<file path="src/rtl/vga_timing_gen.sv">
// Raster timing generator: pixel-rate divider, X/Y position counters, sync and
// active levels through a tick-advanced delay line, plus line/frame start pulses.
module vga_timing_gen #(
  parameter int TOTAL_COL  = 800,
  parameter int TOTAL_ROW  = 525,
  parameter int ACTIVE_COL = 640,
  parameter int ACTIVE_ROW = 480,
  parameter int H_F_PORCH  = 16,
  parameter int H_B_PORCH  = 48,
  parameter int V_F_PORCH  = 10,
  parameter int V_B_PORCH  = 33,
  parameter bit H_SYNC_POL = 1'b0,
  parameter bit V_SYNC_POL = 1'b0,
  parameter int CLK_DIV    = 1,
  parameter int DELAY      = 0,
  parameter int CNT_W      = 10
) (
  input  logic             i_Clk,
  input  logic             i_Reset,
  input  logic             i_Enable,
  output logic             o_Pix_En,
  output logic [CNT_W-1:0] o_X_Cursor,
  output logic [CNT_W-1:0] o_Y_Cursor,
  output logic             o_H_Sync,
  output logic             o_V_Sync,
  output logic             o_Active,
  output logic             o_Line_Start,
  output logic             o_Frame_Start
);

  localparam int DIV_W  = (CLK_DIV > 1) ? $clog2(CLK_DIV) : 1;
  localparam int PIPE_N = DELAY + 1;

  localparam logic [DIV_W-1:0] DIV_LAST = DIV_W'(CLK_DIV - 1);
  localparam logic [CNT_W-1:0] X_LAST   = CNT_W'(TOTAL_COL - 1);
  localparam logic [CNT_W-1:0] Y_LAST   = CNT_W'(TOTAL_ROW - 1);
  localparam logic [CNT_W-1:0] X_ACT    = CNT_W'(ACTIVE_COL);
  localparam logic [CNT_W-1:0] Y_ACT    = CNT_W'(ACTIVE_ROW);
  localparam logic [CNT_W-1:0] HS_BEG   = CNT_W'(ACTIVE_COL + H_F_PORCH);
  localparam logic [CNT_W-1:0] HS_END   = CNT_W'(TOTAL_COL - H_B_PORCH - 1);
  localparam logic [CNT_W-1:0] VS_BEG   = CNT_W'(ACTIVE_ROW + V_F_PORCH);
  localparam logic [CNT_W-1:0] VS_END   = CNT_W'(TOTAL_ROW - V_B_PORCH - 1);

  function automatic logic in_window(input logic [CNT_W-1:0] pos,
                                     input logic [CNT_W-1:0] lo,
                                     input logic [CNT_W-1:0] hi);
    return (pos >= lo) && (pos <= hi);
  endfunction

  function automatic logic sync_level(input logic asserted, input logic pol);
    return asserted ? pol : ~pol;
  endfunction

  logic [DIV_W-1:0]  r_div;
  logic [CNT_W-1:0]  r_x;
  logic [CNT_W-1:0]  r_y;
  logic              r_pix_en;
  logic              r_line_start;
  logic              r_frame_start;
  logic [PIPE_N-1:0] r_hs_p;
  logic [PIPE_N-1:0] r_vs_p;
  logic [PIPE_N-1:0] r_act_p;

  logic              w_tick;
  logic              w_x_wrap;
  logic              w_y_wrap;
  logic [CNT_W-1:0]  w_x_nxt;
  logic [CNT_W-1:0]  w_y_nxt;
  logic              w_hs_nxt;
  logic              w_vs_nxt;
  logic              w_act_nxt;

  // The tick is the last divider count, so CLK_DIV=1 ticks on every enabled edge.
  assign w_tick   = i_Enable && (r_div == DIV_LAST);
  assign w_x_wrap = (r_x == X_LAST);
  assign w_y_wrap = (r_y == Y_LAST);
  assign w_x_nxt  = w_x_wrap ? '0 : r_x + 1'b1;
  assign w_y_nxt  = w_x_wrap ? (w_y_wrap ? '0 : r_y + 1'b1) : r_y;

  assign w_hs_nxt  = sync_level(in_window(w_x_nxt, HS_BEG, HS_END), H_SYNC_POL);
  assign w_vs_nxt  = sync_level(in_window(w_y_nxt, VS_BEG, VS_END), V_SYNC_POL);
  assign w_act_nxt = (w_x_nxt < X_ACT) && (w_y_nxt < Y_ACT);

  always_ff @(posedge i_Clk or posedge i_Reset) begin
    if (i_Reset) begin
      r_div <= '0;
    end else if (i_Enable) begin
      r_div <= w_tick ? '0 : r_div + 1'b1;
    end
  end

  // Position counters park on the last pixel so the first tick lands on (0,0).
  always_ff @(posedge i_Clk or posedge i_Reset) begin
    if (i_Reset) begin
      r_x <= X_LAST;
      r_y <= Y_LAST;
    end else if (w_tick) begin
      r_x <= w_x_nxt;
      r_y <= w_y_nxt;
    end
  end

  always_ff @(posedge i_Clk or posedge i_Reset) begin
    if (i_Reset) begin
      r_pix_en      <= 1'b0;
      r_line_start  <= 1'b0;
      r_frame_start <= 1'b0;
    end else begin
      r_pix_en      <= w_tick;
      r_line_start  <= w_tick && (w_x_nxt == '0);
      r_frame_start <= w_tick && (w_x_nxt == '0) && (w_y_nxt == '0);
    end
  end

  // Stage 0 holds the level for the new position; stage DELAY drives the pins.
  always_ff @(posedge i_Clk or posedge i_Reset) begin
    if (i_Reset) begin
      r_hs_p  <= {PIPE_N{~H_SYNC_POL}};
      r_vs_p  <= {PIPE_N{~V_SYNC_POL}};
      r_act_p <= '0;
    end else if (w_tick) begin
      r_hs_p  <= PIPE_N'({r_hs_p, w_hs_nxt});
      r_vs_p  <= PIPE_N'({r_vs_p, w_vs_nxt});
      r_act_p <= PIPE_N'({r_act_p, w_act_nxt});
    end
  end

  assign o_Pix_En      = r_pix_en;
  assign o_X_Cursor    = r_x;
  assign o_Y_Cursor    = r_y;
  assign o_H_Sync      = r_hs_p[DELAY];
  assign o_V_Sync      = r_vs_p[DELAY];
  assign o_Active      = r_act_p[DELAY];
  assign o_Line_Start  = r_line_start;
  assign o_Frame_Start = r_frame_start;

endmodule

</file>
<file path="config.mk">
export PLATFORM = sky130hd
export DESIGN_NAME = vga_timing_gen
export DESIGN_NICKNAME = d
export VERILOG_FILES = /design/src/rtl/vga_timing_gen.sv
export SDC_FILE = /design/constraint.sdc
export NUM_CORES = 1
export LEC_CHECK = 0
export ABC_CLOCK_PERIOD_IN_PS = 6530
export BUFFER_PORTS_ARGS = -buffer_cell sky130_fd_sc_hd__buf_2
export CORE_MARGIN = 1
export CORE_UTILIZATION = 40
export CTS_CLUSTER_DIAMETER = 50
export DETAILED_ROUTE_END_ITERATION = 12
export GPL_TIMING_DRIVEN = 0
export PLACE_DENSITY = 0.57
export SETUP_SLACK_MARGIN = 0.5
export SKIP_LAST_GASP = 1
export SLEW_MARGIN = 20
export SYNTH_ARGS = -nofsm -noshare
export SYNTH_HDL_FRONTEND = slang
export SYNTH_SLANG_ARGS = --single-unit
</file>
<file path="constraint.sdc">
create_clock -name i_Clk -period 6.53 [get_ports i_Clk]
set_input_delay 1.6325 -clock i_Clk [delete_from_list [all_inputs] [get_ports i_Clk]]
set_output_delay 1.6325 -clock i_Clk [all_outputs]
set_load 0.01 [all_outputs]
</file>
* After elaboration in Yosys (flattened, before gate mapping)
Index checks and enable logic that the tools add are counted.
W data, S select, Z words.
** Cells by class
- Add/sub/neg operators :: 3
- $lt $le $gt $ge :: 6
- Equal/unequal tests :: 2
- Multiplexer cells :: 6
- Bitwise gates (word level) :: 1
- Reductions and logical operators :: 8
** Operators by type and width (number)
- $mux W10 :: 3
- $add A10 B1 Y10 const B :: 2
- $eq A10 B10 Y1 const B :: 2
- $logic_not A10 Y1 :: 2
- $ge A10 B10 Y1 const B :: 1
- $ge A10 B9 Y1 const B :: 1
- $le A10 B10 Y1 const B :: 1
- $le A10 B9 Y1 const B :: 1
- $lt A10 B10 Y1 const B :: 1
- $lt A10 B9 Y1 const B :: 1
- $logic_and A1 B1 Y1 :: 6
- $mux W1 :: 3
- $add A1 B1 Y1 const B :: 1
- $not A1 Y1 :: 1
** Storage, ports and cells
- Register bits after elaboration :: 27
- Bits of input ports :: 3
- Output and inout port bits :: 26
- Logic and storage cells :: 35

* Longest topological paths before layout
- Word-level depth :: 6
- Gate-level depth with buffers :: 9
- Depth with buffers taken out :: 8

* Worst setup path after synthesis
OpenSTA, ideal clock, no wires.
- Kind :: in2reg
- Start point :: input i_Enable
- End point :: register r_frame_start, in the netlist o_Frame_Start
- Setup time :: 111 ps
- Data arrival time :: 2834 ps
- Required time :: 6419 ps
- Setup slack :: 3584 ps
- Cell stages on the path :: 5
- Buffers on the path :: 1
- Cells stage by stage :: nand2b_1 > clkbuf_1 > a221o_1 > or4_4 > a2111oi_2
** On the way
- Word-level cells in the longest chain between the ends :: 3
** Ends and longest elaborated chain
- start, declared :: RTL line 20 : input logic i_Enable,
- $logic_and A1 B1 Y1 :: RTL line 74 : assign w_tick = i_Enable && (r_div == DIV_LAST);
- $logic_and A1 B1 Y1 (2 in series) :: RTL line 111 : r_frame_start <= w_tick && (w_x_nxt == '0) && (w_y_nxt == '0);
- end signal, assigned :: RTL line 111
- end, declared :: RTL line 59 : logic r_frame_start;
Every way passes these cells.
A chain may end at the register's enable or synchronous reset.

* Worst setup path after layout
Same ends and word-level chain as after synthesis.

==> impl_metrics.yaml <==
outcome:
  outcome: "completed"
routing:
  met2_length_um: 1850
  drc: 0
  ant_nets: 0
  wl_met1_um: 2010
  vias_per_cell: 5.62
  wl_um: 4100
  dr.max_layer_used: "met4"
  wl_per_cell_um: 14.6
  met3_length_um: 191
  num_vias: 1578
  drtIter0Drc: 103
  firstDrtPassIters: 4
synth:
  synth_nets: 207
  synth.distinct_cells: 52
  synth.yosys.warnings: 0
  synth_edf_count: 0
  synthArstFlopShare: 1.00
  syn_area_sq_um: 1770
  synth-seq-area-share: 0.391
  synth-seq-cells: 27
  synth_ff_type: "dfrtp_1"
  synth_area_per_cell_sq_um: 8.87
  synthCells: 199
critical_path:
  r2r_start: "o_X_Cursor[0]$_DFFE_PP1P_"
  startpoint_type: "primary input"
  critical_path.endpoint: "o_Frame_Start$_DFF_PP0_"
  cp.arrival_ns: 3.09
  worst_r2r_path_depth: 8
  critPathLaunch: "i_Enable"
  worstSetupEndpointType: "register"
  r2r_slack_ns: 3.81
  path_class: "primary input to register"
  r2r_end: "o_Frame_Start$_DFF_PP0_"
  cp.required_ns: 6.70
  path_max_fanout: 7
clock_tree:
  cts_tree: "yes"
  cts_made_buffers: 3
  clock_latency_ns: 0.28
  clkSlewWorstSetupHoldPaths_ns: 0.10
  root_buffer: "clkbuf_8"
  clk_path_buf_depth: 2
  cts_resized: 0
  htreeDepth: 1
  cts_setup_buffers: 0
  cts_hold_buffers: 0
  cts_sinks: 27
timing:
  finalCritPeriodShare: 0.447
  finalSetupViolCount: 0
  finClkSkew_ns: 0.00413
  drv_slew: 0
  worstMarginPinSlew_ns: 0.962
  timing_hold_violations_final: 0
  min_period_ns: 2.92
  tns_ns: 0
  fmaxAchievable_mhz: 343
  rsz0062_at_grt: "false"
  slew_headroom: 0.355
floorplanning:
  core-area_sq_um: 4120
  placementRows: 23
  die_width_um: 68.4
  dieArea_sq_um: 4680
  start_util: 0.429
  fp.dieH_um: 68.4
  num_io_pins: 29
job:
  cap_violations: 0
cells_and_area:
  design_area_sq_um: 2010
  fillers: 411
  area_growth_syn_to_layout_pct: 14.0
  drive_above_1_share: 0.234
  register_area_sq_um: 691
  fin_nets: 240
  diodes: 0
  multiInputGateArea_sq_um: 976
hold_path:
  hp-class: "register to register"
power_and_ir_drop:
  ir_drop_v: 0.000136
  power.density_nw_per_um2: 242
  p_leak_nw: 0.858
grt:
  grt_pass1_vias: 1419
  grt_max_degree: 28
  overflow: 0
  grt_usage: 0.199
  grt_pass1_wl_um: 6820
  antenna_found_initial: 0
placed_design:
  place_area_sq_um: 1970
  io_buffers: 28
  gp_congestion: 0.805
  post-dp-hpwl_um: 2990
power breakdown:
part | leakage [nW] | internal [W] | switching, W | total, W
combinational | 0.511 | 0.0000666 | 0.0000843 | 0.000151
clock | 0.0228 | 0.0000438 | 0.0000547 | 0.0000986
sequential | 0.325 | 0.000203 | 0.0000357 | 0.000239
total | 0.858 | 0.000313 | 0.000175 | 0.000488
layer usage:
layer / global-route usage / vias to the layer above
met5: 0 / -
met4: 0.0729 / 0
met3: 0.0267 / 4
met2: 0.299 / 45
met1: 0.286 / 749
li1: - / 780
synthesized netlist by cell type, drive strengths merged (2+ instances only):
library cell | number | share of area
nand3b | 2 | 0.0085
o21ai | 16 | 0.047
nor3 | 3 | 0.0085
a21o | 3 | 0.013
xor2 | 3 | 0.015
nor2b | 2 | 0.0071
ha | 5 | 0.035
nand2 | 22 | 0.047
nor2 | 13 | 0.028
clkbuf | 7 | 0.015
a31oi | 5 | 0.018
o211ai | 2 | 0.0085
nand2b | 2 | 0.0071
or4 | 3 | 0.015
buf | 6 | 0.024
and4 | 2 | 0.011
and3 | 3 | 0.011
a21oi | 4 | 0.011
and2 | 3 | 0.011
dfrtp | 15 | 0.21
nor3b | 3 | 0.013
inv | 8 | 0.017
xnor2 | 14 | 0.069
nand3 | 11 | 0.031
nand4 | 7 | 0.025
o31ai | 4 | 0.017
dfstp | 12 | 0.18
state kept, by name, summed over array words and instances (netlist names):
register / count
o_Active: 1
o_Line_Start: 1
r_div: 1
o_V_Sync: 1
o_H_Sync: 1
o_Pix_En: 1
o_Y_Cursor: 10
o_X_Cursor: 10
o_Frame_Start: 1
placed cells by master (no fill, tap or decap), drive strengths merged, types with 4 or more instances in the layout:
master  count
nor2       13
dfrtp      15
buf        34
xnor2      14
nand3      11
dfstp      12
ha          5
a31oi       5
inv         7
o21ai      16
nand4       7
clkbuf     11
a21oi       4
o31ai       4
nand2      22
metrics by stage:
| stage | utilization | setup WS [ns] | power, W | hold WS [ns] | std cells |
|---|---|---|---|---|---|
| after floorplan | - | 3.58 | 0.000342 | 0.455 | 199 |
| after global placement | 0.478 | 3.31 | 0.000388 | 0.464 | 277 |
| after detailed placement | 0.478 | 3.30 | 0.000391 | 0.469 | 277 |
| after CTS | 0.489 | 3.59 | 0.000494 | 0.493 | 281 |
| after global routing | 0.489 | 3.52 | 0.000522 | 0.531 | 281 |
| final | 0.489 | 3.61 | 0.000488 | 0.483 | 281 |
cells by family (layout without fill, tap and decap cells):
family / Yosys count / count (layout) / share of synthesized area
xor+xnor: 17 / 17 / 0.0843
fa+ha+maj: 5 / 5 / 0.0354
mux: 2 / 2 / 0.0120
buf+inv: 21 / 53 / 0.0560
compound gates: 45 / 45 / 0.172
simple gates: 82 / 82 / 0.249
flops: 27 / 27 / 0.391
critical path, stage by stage:
cell       delay, ns
buf_2           0.09
nand2b_1        0.05
clkbuf_1        0.20
a221o_1         0.34
or4_4           0.55
a2111oi_2       0.23
worst min path at each step:
| stage | start | endpoint | slack, ns | cells past startpoint |
|---|---|---|---|---|
| floorplan | r_div$_DFFE_PP0P_ | r_div$_DFFE_PP0P_ | 0.45 | 1 |
| global placement | o_Active$_DFFE_PP0P_ | o_Active$_DFFE_PP0P_ | 0.46 | 2 |
| detailed placement | o_Active$_DFFE_PP0P_ | o_Active$_DFFE_PP0P_ | 0.47 | 2 |
| CTS | o_Active$_DFFE_PP0P_ | o_Active$_DFFE_PP0P_ | 0.49 | 2 |
| global route | o_Active$_DFFE_PP0P_ | o_Active$_DFFE_PP0P_ | 0.53 | 2 |
| finish | o_Active$_DFFE_PP0P_ | o_Active$_DFFE_PP0P_ | 0.48 | 2 |
final cells by class:
type	count	area share
sequential	27	0.343
inverter	8	0.0149
buffer	13	0.0342
timing repair buffer	28	0.0696
tap	50	0.0311
multi-input combinational	151	0.485
clock buffer	4	0.0224
No activity file was read; power rests on OpenSTA's default activity.
